===== src/rtl/riscv_lsu_rmw_if.sv =====
// riscv_lsu_rmw_if: request/response and word-RAM bus of the LSU; slave = LSU side, master = requester/RAM side
interface riscv_lsu_rmw_if #(parameter int AW = 7);
  logic          req_valid;
  logic          req_ready;
  logic          req_we;
  logic [2:0]    req_funct3;
  logic [31:0]   req_addr;
  logic [31:0]   req_wdata;
  logic          rsp_valid;
  logic [31:0]   rsp_rdata;
  logic          rsp_err;
  logic          mem_en;
  logic          mem_we;
  logic [AW-1:0] mem_addr;
  logic [31:0]   mem_wdata;
  logic [31:0]   mem_rdata;
  modport slave (
    input  req_valid, req_we, req_funct3, req_addr, req_wdata, mem_rdata,
    output req_ready, rsp_valid, rsp_rdata, rsp_err, mem_en, mem_we, mem_addr, mem_wdata
  );
  modport master (
    output req_valid, req_we, req_funct3, req_addr, req_wdata, mem_rdata,
    input  req_ready, rsp_valid, rsp_rdata, rsp_err, mem_en, mem_we, mem_addr, mem_wdata
  );
endinterface


===== src/rtl/riscv_lsu_rmw.sv =====
// riscv_lsu_rmw: RV32I load/store unit with read-modify-write sub-word stores; ports clk, rst_n (async active-low), bus (slave: req/rsp/mem)
module riscv_lsu_rmw #(
  parameter int AW = 7
) (
  input logic             clk,
  input logic             rst_n,
  riscv_lsu_rmw_if.slave  bus
);
  typedef enum logic {IDLE, MERGE} state_e;
  state_e        state_q, state_d;
  logic          rsp_valid_q, rsp_valid_d, rsp_err_q, rsp_err_d;
  logic [31:0]   rsp_rdata_q, rsp_rdata_d;
  logic [AW-1:0] addr_q;
  logic [1:0]    off_q;
  logic          half_q;
  logic [15:0]   wd_q;
  logic [31:0]   old_q, merged, ld;
  logic [2:0]    f;
  logic [31:0]   a;
  logic          merge, acc, legal, is_h, is_w, mis, oor, err, sub_st, cap;
  logic [7:0]    b;
  logic [15:0]   h;
  assign f      = bus.req_funct3;
  assign a      = bus.req_addr;
  assign merge  = state_q == MERGE;
  assign acc    = bus.req_valid && !merge;
  assign is_h   = f[1:0] == 2'b01;
  assign is_w   = f[1:0] == 2'b10;
  assign legal  = bus.req_we ? !f[2] && f[1:0] != 2'b11 : f != 3'b011 && f != 3'b110 && f != 3'b111;
  assign mis    = (is_h && a[0]) || (is_w && |a[1:0]);
  assign oor    = |a[31:AW+2];
  assign err    = !legal || mis || oor;
  assign sub_st = bus.req_we && !is_w;
  assign b      = bus.mem_rdata[{a[1:0], 3'b000} +: 8];
  assign h      = bus.mem_rdata[{a[1], 4'b0000} +: 16];
  assign ld     = is_w ? bus.mem_rdata
                : is_h ? {{16{!f[2] && h[15]}}, h}
                :        {{24{!f[2] && b[7]}}, b};
  always_comb begin
    merged = old_q;
    if (half_q) merged[{off_q[1], 4'b0000} +: 16] = wd_q;
    else        merged[{off_q, 3'b000} +: 8]      = wd_q[7:0];
  end
  always_comb begin
    state_d     = state_q;
    rsp_valid_d = 1'b0;
    rsp_err_d   = 1'b0;
    rsp_rdata_d = rsp_rdata_q;
    cap         = 1'b0;
    if (merge) begin
      state_d     = IDLE;
      rsp_valid_d = 1'b1;
      rsp_rdata_d = '0;
    end else if (acc) begin
      if (err) begin
        rsp_valid_d = 1'b1;
        rsp_err_d   = 1'b1;
        rsp_rdata_d = '0;
      end else if (sub_st) begin
        state_d = MERGE;
        cap     = 1'b1;
      end else begin
        rsp_valid_d = 1'b1;
        rsp_rdata_d = bus.req_we ? '0 : ld;
      end
    end
  end
  always_ff @(posedge clk or negedge rst_n) begin
    if (!rst_n) begin
      state_q     <= IDLE;
      rsp_valid_q <= 1'b0;
      rsp_err_q   <= 1'b0;
      rsp_rdata_q <= '0;
      addr_q      <= '0;
      off_q       <= '0;
      half_q      <= 1'b0;
      wd_q        <= '0;
      old_q       <= '0;
    end else begin
      state_q     <= state_d;
      rsp_valid_q <= rsp_valid_d;
      rsp_err_q   <= rsp_err_d;
      rsp_rdata_q <= rsp_rdata_d;
      if (cap) begin
        addr_q <= a[AW+1:2];
        off_q  <= a[1:0];
        half_q <= is_h;
        wd_q   <= bus.req_wdata[15:0];
        old_q  <= bus.mem_rdata;
      end
    end
  end
  // RAM strobes are gated by rst_n so nothing reaches the RAM while reset is held
  assign bus.req_ready = !merge;
  assign bus.rsp_valid = rsp_valid_q;
  assign bus.rsp_rdata = rsp_rdata_q;
  assign bus.rsp_err   = rsp_err_q;
  assign bus.mem_en    = rst_n && (merge || (acc && !err));
  assign bus.mem_we    = rst_n && (merge || (acc && !err && bus.req_we && is_w));
  assign bus.mem_addr  = merge ? addr_q : a[AW+1:2];
  assign bus.mem_wdata = merge ? merged : bus.req_wdata;
endmodule


===== src/flat_wrapper.sv =====
// flat-port wrapper written by rule: the top's interface ports become plain ports
module riscv_lsu_rmw_flat 
#(
  parameter int AW = 7
)
  (clk, rst_n, bus_req_valid, bus_req_we, bus_req_funct3, bus_req_addr, bus_req_wdata, bus_mem_rdata, bus_req_ready, bus_rsp_valid, bus_rsp_rdata, bus_rsp_err, bus_mem_en, bus_mem_we, bus_mem_addr, bus_mem_wdata);
  riscv_lsu_rmw_if #(.AW(AW)) bus_i ();
  input logic clk;
  input logic rst_n;
  input wire logic [$bits(bus_i.req_valid)-1:0] bus_req_valid;
  input wire logic [$bits(bus_i.req_we)-1:0] bus_req_we;
  input wire logic [$bits(bus_i.req_funct3)-1:0] bus_req_funct3;
  input wire logic [$bits(bus_i.req_addr)-1:0] bus_req_addr;
  input wire logic [$bits(bus_i.req_wdata)-1:0] bus_req_wdata;
  input wire logic [$bits(bus_i.mem_rdata)-1:0] bus_mem_rdata;
  output wire logic [$bits(bus_i.req_ready)-1:0] bus_req_ready;
  output wire logic [$bits(bus_i.rsp_valid)-1:0] bus_rsp_valid;
  output wire logic [$bits(bus_i.rsp_rdata)-1:0] bus_rsp_rdata;
  output wire logic [$bits(bus_i.rsp_err)-1:0] bus_rsp_err;
  output wire logic [$bits(bus_i.mem_en)-1:0] bus_mem_en;
  output wire logic [$bits(bus_i.mem_we)-1:0] bus_mem_we;
  output wire logic [$bits(bus_i.mem_addr)-1:0] bus_mem_addr;
  output wire logic [$bits(bus_i.mem_wdata)-1:0] bus_mem_wdata;
  assign bus_i.req_valid = bus_req_valid;
  assign bus_i.req_we = bus_req_we;
  assign bus_i.req_funct3 = bus_req_funct3;
  assign bus_i.req_addr = bus_req_addr;
  assign bus_i.req_wdata = bus_req_wdata;
  assign bus_i.mem_rdata = bus_mem_rdata;
  assign bus_req_ready = bus_i.req_ready;
  assign bus_rsp_valid = bus_i.rsp_valid;
  assign bus_rsp_rdata = bus_i.rsp_rdata;
  assign bus_rsp_err = bus_i.rsp_err;
  assign bus_mem_en = bus_i.mem_en;
  assign bus_mem_we = bus_i.mem_we;
  assign bus_mem_addr = bus_i.mem_addr;
  assign bus_mem_wdata = bus_i.mem_wdata;
  riscv_lsu_rmw #(.AW(AW)) u_core (.clk(clk), .rst_n(rst_n), .bus(bus_i));
endmodule

===== config.mk =====
export PLATFORM = sky130hd
export DESIGN_NAME = riscv_lsu_rmw_flat
export DESIGN_NICKNAME = d
export VERILOG_FILES = /design/src/rtl/riscv_lsu_rmw_if.sv /design/src/rtl/riscv_lsu_rmw.sv /design/src/flat_wrapper.sv
export SDC_FILE = /design/constraint.sdc
export NUM_CORES = 1
export LEC_CHECK = 0
export ABC_AREA = 1
export BUFFER_PORTS_ARGS = -buffer_cell sky130_fd_sc_hd__buf_2
export CORE_AREA = 2 2 121 123
export DETAILED_ROUTE_END_ITERATION = 7
export DIE_AREA = 0 0 123 125
export PLACE_DENSITY = 0.63
export SLEW_MARGIN = 20
export SYNTH_ARGS = -nofsm -noshare
export SYNTH_HDL_FRONTEND = slang
export SYNTH_SLANG_ARGS = --single-unit

===== constraint.sdc =====
create_clock -name clk -period 3.9 [get_ports clk]
set_clock_uncertainty 0.15 [all_clocks]
set_input_delay 0.78 -clock clk [delete_from_list [all_inputs] [get_ports clk]]
set_output_delay 0.78 -clock clk [all_outputs]
set_load 0.01 [all_outputs]

==> flow_summary.toml, run 1 <==
[power_and_ir_drop]
swShare_pct = 24.0
power.density_nw_per_um2 = 305
ir_drop_uv = 164
p_sw_mw = 0.516
power_frac_comb_pct = 10.7
total_power_mw = 2.15
clock_power_share_pct = 44.3
power.leakage_nw = 3.80
intPower_mw = 1.63
pwr-share-seq_pct = 44.9

[detailed_routing]
dr.pass1.iters = 5
vias = 6159
routedWlPerCell_um = 15.7
drc = 0
drtIter0Drc = 655
postRouteAntennaNets = 0
postRouteWirelength_um = 18700
viasPerCell = 5.19

[global_route]
grt_pass1_wl_um = 29500
grt_max_degree = 96
grt_use_total_pct = 24.8
overflow = 0
antenna_found_initial = 1
grt_pass1_vias = 5571

[timing]
finalSetupViolCount = 0
finalCritPeriodShare_pct = 86.2
worst_slew_pin_slew_ns = 0.660
relSlewSlack_pct = 56.0
hold_violations = 0
fin_crit_ns = 3.36
rsz0062_at_grt = "no"
final-max-slew-violation-count = 0
fin_setup_tns_ns = 0
fmax_mhz = 297

[yosys]
yosys_warnings = 0
synthesis.area_um2 = 5780
synthFlopType = "dfrtp_1"
synth_area_per_cell_um2 = 6.77
synthCells = 854
synth_edf_count = 0
netlist.area_leader.share_pct = 40.3
synth_fp_nets = 962
synthArstFlopShare_pct = 100
synth_largest_area_cell = "dfrtp_1"
ys_ff_latch = 93
synth.top_cells.by_area = "dfrtp_1 (40%), nand2_1 (14%), o21ai_0 (8.9%), nor2_1 (6.9%), inv_1 (4.9%)"
yosysSeqAreaShare_pct = 40.3
netlist-cell-type-count = 26

[placed_design]
gp_congestion = 0.903
io_buffers = 178
place_area_um2 = 6720
hpwlAfterDp_um = 14000
dp.cells = 1169

[clock_network]
cts_tree = "done"
post_cts_buffers = 0
htree_levels = 3
cts.repair.resized = 0
clk_latency_ns = 0.34
cts_hold_buf = 0
cts_root_buf = "clkbuf_16"
clk_pin_slew_ns = 0.06
clock_sinks = 93
cts_inserted_buffers = 9
clockBufferDepth = 2

[critical_path]
cp_data_arrival_time_ns = 2.43
start_kind = "flop"
endpoint_kind = "output pin"
critPathMaxFanout = 11
crit_required_ns = 2.97
path_class = "flop to output pin"

[floorplan]
die_area_um2 = 15400
ios = 179
initial_core_util_pct = 40.7
die_w_um = 123
rows = 44
die_y_um = 125
coreArea_um2 = 14200

[flow_run]
max_cap_viol_count = 0

[cells_and_area]
fin_area_um2 = 7040
fin_nets = 1104
layout_common_cells = "nand2_1 (217), buf_2 (177), nor2_1 (107)"
final_util_pct = 49.6
syn2layout_area_growth_pct = 21.8
drive_gt1_share_pct = 21.1
layout_commonest_cell = "nand2_1"
final_cells = 1186

[run_status]
outcome = "complete, no violations"

[min_path]
hold_class = "flop to flop"
## state kept, by name, indices dropped and copies added (netlist names)
register / flops
u_core.addr_q: 7
u_core.wd_q: 16
u_core.old_q: 32
u_core.merge: 1
u_core.bus.rsp_valid: 1
u_core.off_q: 2
u_core.bus.rsp_err: 1
u_core.half_q: 1
u_core.bus.rsp_rdata: 32
## layout make-up
type	instances	area, um^2
Timing Repair Buffer	188	981
Multi-Input combinational cell	627	2890
Fill cell	1501	7160
Inverter	77	289
Sequential cell	93	2330
Antenna cell	1	2.50
Clock buffer	13	250
Clock inverter	3	68.8
Tap cell	184	230
## cells by family (layout without fill, tap and decap cells)
family	count (synthesis)	in the layout	synth area share [%]
AO/OA/AOI/OAI	230	230	21.3
other	0	1	0
adder cells (fa/ha/maj)	5	5	1.08
buffers and inverters	134	281	9.70
multiplexers	2	2	0.346
flip-flops	93	93	40.3
AND/OR/NAND/NOR	390	390	27.3
## metrics by stage
stage               setup slack (ns)  hold WS, ns
floorplan                      0.941        0.314
global placement               0.926        0.334
detailed placement             0.894        0.338
CTS                            0.524        0.355
global route                   0.296        0.380
finish                         0.537        0.357
## power groups by stage
stage | Combinational (mW) | Clock, mW | Sequential, mW
after floorplan | 0.0958 | 0 | 0.985
after global placement | 0.232 | 0 | 0.984
after detailed placement | 0.232 | 0 | 0.984
after CTS | 0.233 | 0.970 | 0.965
after global routing | 0.259 | 1.01 | 0.965
final | 0.230 | 0.953 | 0.966
## synth_stat cells, types with 2 or more instances
| master | instances |
|---|---|
| nand2_2 | 3 |
| buf_2 | 9 |
| a21oi_1 | 48 |
| dfrtp_1 | 93 |
| o21ai_1 | 18 |
| mux2i_1 | 2 |
| nor3_1 | 9 |
| ha_1 | 5 |
| buf_6 | 6 |
| inv_2 | 2 |
| inv_1 | 75 |
| a31oi_1 | 32 |
| nor2_1 | 107 |
| nand2_1 | 217 |
| clkbuf_1 | 34 |
| nand3_1 | 49 |
| o22ai_1 | 28 |
| buf_1 | 7 |
| o21ai_0 | 103 |
## critical path, stage by stage, from the launching register on
cell and delay, ns:
dfrtp_1 0.54, inv_1 0.18, ha_1 0.37, inv_1 0.23, nand3_1 0.15, o22ai_1 0.14
nand2_1 0.07, a31oi_1 0.23, buf_2 0.19
## worst paths after layout
path                                         startpoint                                   end  slack, ns  cells after the start
min                        u_core.addr_q[2]$_DFFE_PN0P_          u_core.addr_q[2]$_DFFE_PN0P_       0.36                      2
max in group asynchronous                         rst_n                u_core.merge$_DFF_PN0_       2.06                      3
min reg2reg                u_core.addr_q[2]$_DFFE_PN0P_          u_core.addr_q[2]$_DFFE_PN0P_       0.36                      2
max reg2reg                      u_core.merge$_DFF_PN0_  u_core.bus.rsp_rdata[14]$_DFFE_PN0P_       1.40                      5
min in group asynchronous                         rst_n            u_core.wd_q[4]$_DFFE_PN0P_       0.41                      2
max                         u_core.off_q[0]$_DFFE_PN0P_                     bus_mem_wdata[24]       0.54                      8
## routing by layer
metal / up-vias / wire (um) / track usage (%)
li1: 3089 / - / -
met3: 26 / 1470 / 4.56
met4: 0 / 495 / 9.29
met5: - / 0 / 0
met2: 268 / 8390 / 37.5
met1: 2776 / 8300 / 35.2
No activity file was read; power rests on OpenSTA's default activity.
==> run 2: changes to the inputs <==
--- a/config.mk
+++ b/config.mk
@@ -5,8 +5,7 @@
 export SDC_FILE = /design/constraint.sdc
 export NUM_CORES = 1
 export LEC_CHECK = 0
-export ABC_AREA = 1
-export BUFFER_PORTS_ARGS = -buffer_cell sky130_fd_sc_hd__buf_2
+export BUFFER_PORTS_ARGS = -buffer_cell sky130_fd_sc_hd__buf_4
 export CORE_AREA = 2 2 121 123
 export DETAILED_ROUTE_END_ITERATION = 7
 export DIE_AREA = 0 0 123 125
==> flow_summary.toml, run 2 <==
[yosys]
synth_edf_count = 0
yosysMostFrequentCell = "dfrtp_1"
synthCells = 557
synthFlopType = "dfrtp_1"
netlist-cell-type-count = 45
synth_fp_nets = 665
yosysSeqAreaShare_pct = 40.4
yosys_warnings = 0
synth_area_per_cell_um2 = 10.3
netlist.area_leader.share_pct = 40.4
synth.top_cells.by_area = "dfrtp_1 (40%), mux2_2 (16%), a221oi_1 (5.6%), mux2i_1 (5.2%), mux2_1 (3.9%)"
synthArstFlopShare_pct = 100
ys_ff_latch = 93
synth_common_cells = "dfrtp_1 (93), mux2_2 (82), nand2_1 (53), a221oi_1 (37), a21oi_1 (32)"
synth_largest_area_cell = "dfrtp_1"
synthesis.area_um2 = 5760

[detailed_routing]
routedWlPerCell_um = 19.5
postRouteAntennaNets = 0
vias = 5174
drc = 0
viasPerCell = 5.76
postRouteWirelength_um = 17600
drtIter0Drc = 358
dr.pass1.iters = 5

[cells_and_area]
final_cells = 899
syn2layout_area_growth_pct = 30.6
fin_nets = 818
drive_gt1_share_pct = 41.5
layout_common_cells = "buf_4 (188), dfrtp_1 (91), mux2_2 (82)"
final_util_pct = 53.0
layout_commonest_cell = "buf_4"
n_antenna_cell = 0

[global_route]
grt_max_degree = 69
grt_pass1_wl_um = 27100
antenna_found_initial = 0
grt_pass1_vias = 4929
grt_use_total_pct = 22.9
overflow = 0

[floorplan]
die_w_um = 123
initial_core_util_pct = 40.5
ios = 179
rows = 44
die_area_um2 = 15400
coreArea_um2 = 14200
die_y_um = 125

[clock_network]
clk_latency_ns = 0.34
cts_root_buf = "clkbuf_16"
clk_pin_slew_ns = 0.07
cts_tree = "done"
cts_inserted_buffers = 9
post_cts_buffers = 0
clock_sinks = 93
clockBufferDepth = 2
htree_levels = 3

[critical_path]
crit_chain = "inv_1 -> ha_1 -> nor4bb_1 -> buf_4 -> a221oi_1 -> a21oi_1 -> mux2_2 -> buf_4"
reg2reg_depth = 6
path_class = "flop to output pin"
reg2reg_from = "u_core.merge$_DFF_PN0_"
cp_data_arrival_time_ns = 2.64
crit_required_ns = 2.97
rrSetupSlack_ns = 1.39
max_stage_delay_ns = 0.48
endpoint_kind = "output pin"
worst-path-buf-inv = 3
cp_common_cell = "buf_4"
r2r_end = "u_core.bus.rsp_rdata[19]$_DFFE_PN0P_"
path_delay_family = "buffers and inverters"
cp_slowest_cell = "dfrtp_1"
start_kind = "flop"
critPathMaxFanout = 7

[power_and_ir_drop]
intPower_mw = 1.56
power_frac_comb_pct = 14.0
power.density_nw_per_um2 = 279
pwr-share-seq_pct = 46.1
p_sw_mw = 0.537
power.leakage_nw = 3.41
clock_power_share_pct = 40.0
swShare_pct = 25.6
ir_drop_uv = 179

[timing]
relSlewSlack_pct = 31.9
setup_slack_ns = 0.329
hold_violations = 0
fin_setup_tns_ns = 0
finalCritPeriodShare_pct = 91.6
fin_crit_ns = 3.57
fmax_mhz = 280
final-max-slew-violation-count = 0
whs_ns = 0.248
rsz0062_at_grt = "no"
worst_slew_pin_slew_ns = 1.02
finalSetupViolCount = 0

[placed_design]
io_buffers = 178
gp_congestion = 0.824
pre_cts_slack_ns = 0.521
dp.cells = 883
hpwlAfterDp_um = 13200

[run_status]
outcome = "complete, no violations"

[min_path]
hold_class = "input port to asynchronous set/reset pin"

[flow_run]
max_cap_viol_count = 0
==> run 2: changes by cell type after synthesis, moves of 19 or more <==
cell / change
a221oi_1: +37
nor2_1: -81
mux2i_1: +28
a31oi_1: -32
nand2_1: -164
nand3_1: -46
o22ai_1: -19
mux2_1: +20
o21ai_0: -90
inv_1: -59
mux2_2: +82
o31ai_1: +25
==> run 2: power groups by stage <==
stage          Combinational [mW]  Sequential (mW)  Clock [mW]
2_1_floorplan               0.109            0.985           0
3_3_place_gp                0.293            0.984           0
3_5_place_dp                0.296            0.984           0
4_1_cts                     0.297            0.965       0.852
5_1_grt                     0.319            0.965       0.892
6_report                    0.293            0.965       0.837
==> run 2: per-layer routing <==
| metal | global-route usage [%] | part of all wire, % |
|---|---|---|
| met2 | 37.9 | 51 |
| met1 | 30.5 | 41 |
| met3 | 4.38 | 6.7 |
| met5 | 0 | 0 |
| met4 | 6.42 | 1.4 |
==> run 2: what timing repair did <==
action                                 CTS  global route
setup endpoints to repair                0            15
hold buffers                             0             0
endpoints found under the hold margin    0             0
gates resized for setup                  0             2
==> run 2: layout make-up <==
type                    count  area (um^2)
fillers                  1349         6680
multi-input cells         400         3180
flip-flops and latches     93         2330
repair buffers            190         1450
clock buffers              11          243
well taps                 184          230
inverters                  16         60.1
clock inverters             5         33.8
==> run 2: stage by stage <==
| stage | cell area (um^2) | power (mW) |
|---|---|---|
| global route | 7520 | 2.18 |
| finish | 7520 | 2.10 |
| detailed placement | 7240 | 1.28 |
| floorplan | 5760 | 1.09 |
| CTS | 7510 | 2.11 |
| global placement | 7240 | 1.28 |
==> run 2: worst reg2reg max path, delay by kind of cell (launching register included) <==
| kind | cells | cell delay (ns) |
|---|---|---|
| AO/OA/AOI/OAI | 2 | 0.84 |
| buffers and inverters | 2 | 0.61 |
| flip-flops | 1 | 0.58 |
| AND/OR/NAND/NOR | 2 | 0.22 |
==> run 2: how the worst max path moves through the flow <==
stage	startpoint	to	cells past startpoint
6_report	u_core.off_q[0]$_DFFE_PN0P_	bus_mem_wdata[2]	8
3_3_place_gp	u_core.off_q[1]$_DFFE_PN0P_	bus_mem_wdata[21]	8
2_1_floorplan	u_core.off_q[1]$_DFFE_PN0P_	bus_mem_wdata[24]	7
3_5_place_dp	u_core.off_q[1]$_DFFE_PN0P_	bus_mem_wdata[23]	8
5_1_grt	u_core.off_q[0]$_DFFE_PN0P_	bus_mem_wdata[2]	8
4_1_cts	u_core.off_q[1]$_DFFE_PN0P_	bus_mem_wdata[23]	8
==> run 2: kinds of logic after synthesis <==
family,count (synthesis),share of synthesized area [%]
AOI/OAI and AO/OA,148,18.6
muxes,133,25.5
and+or+nand+nor,114,9.39
DFF,93,40.4
buffers and inverters,64,4.95
adders and majority gates,5,1.09
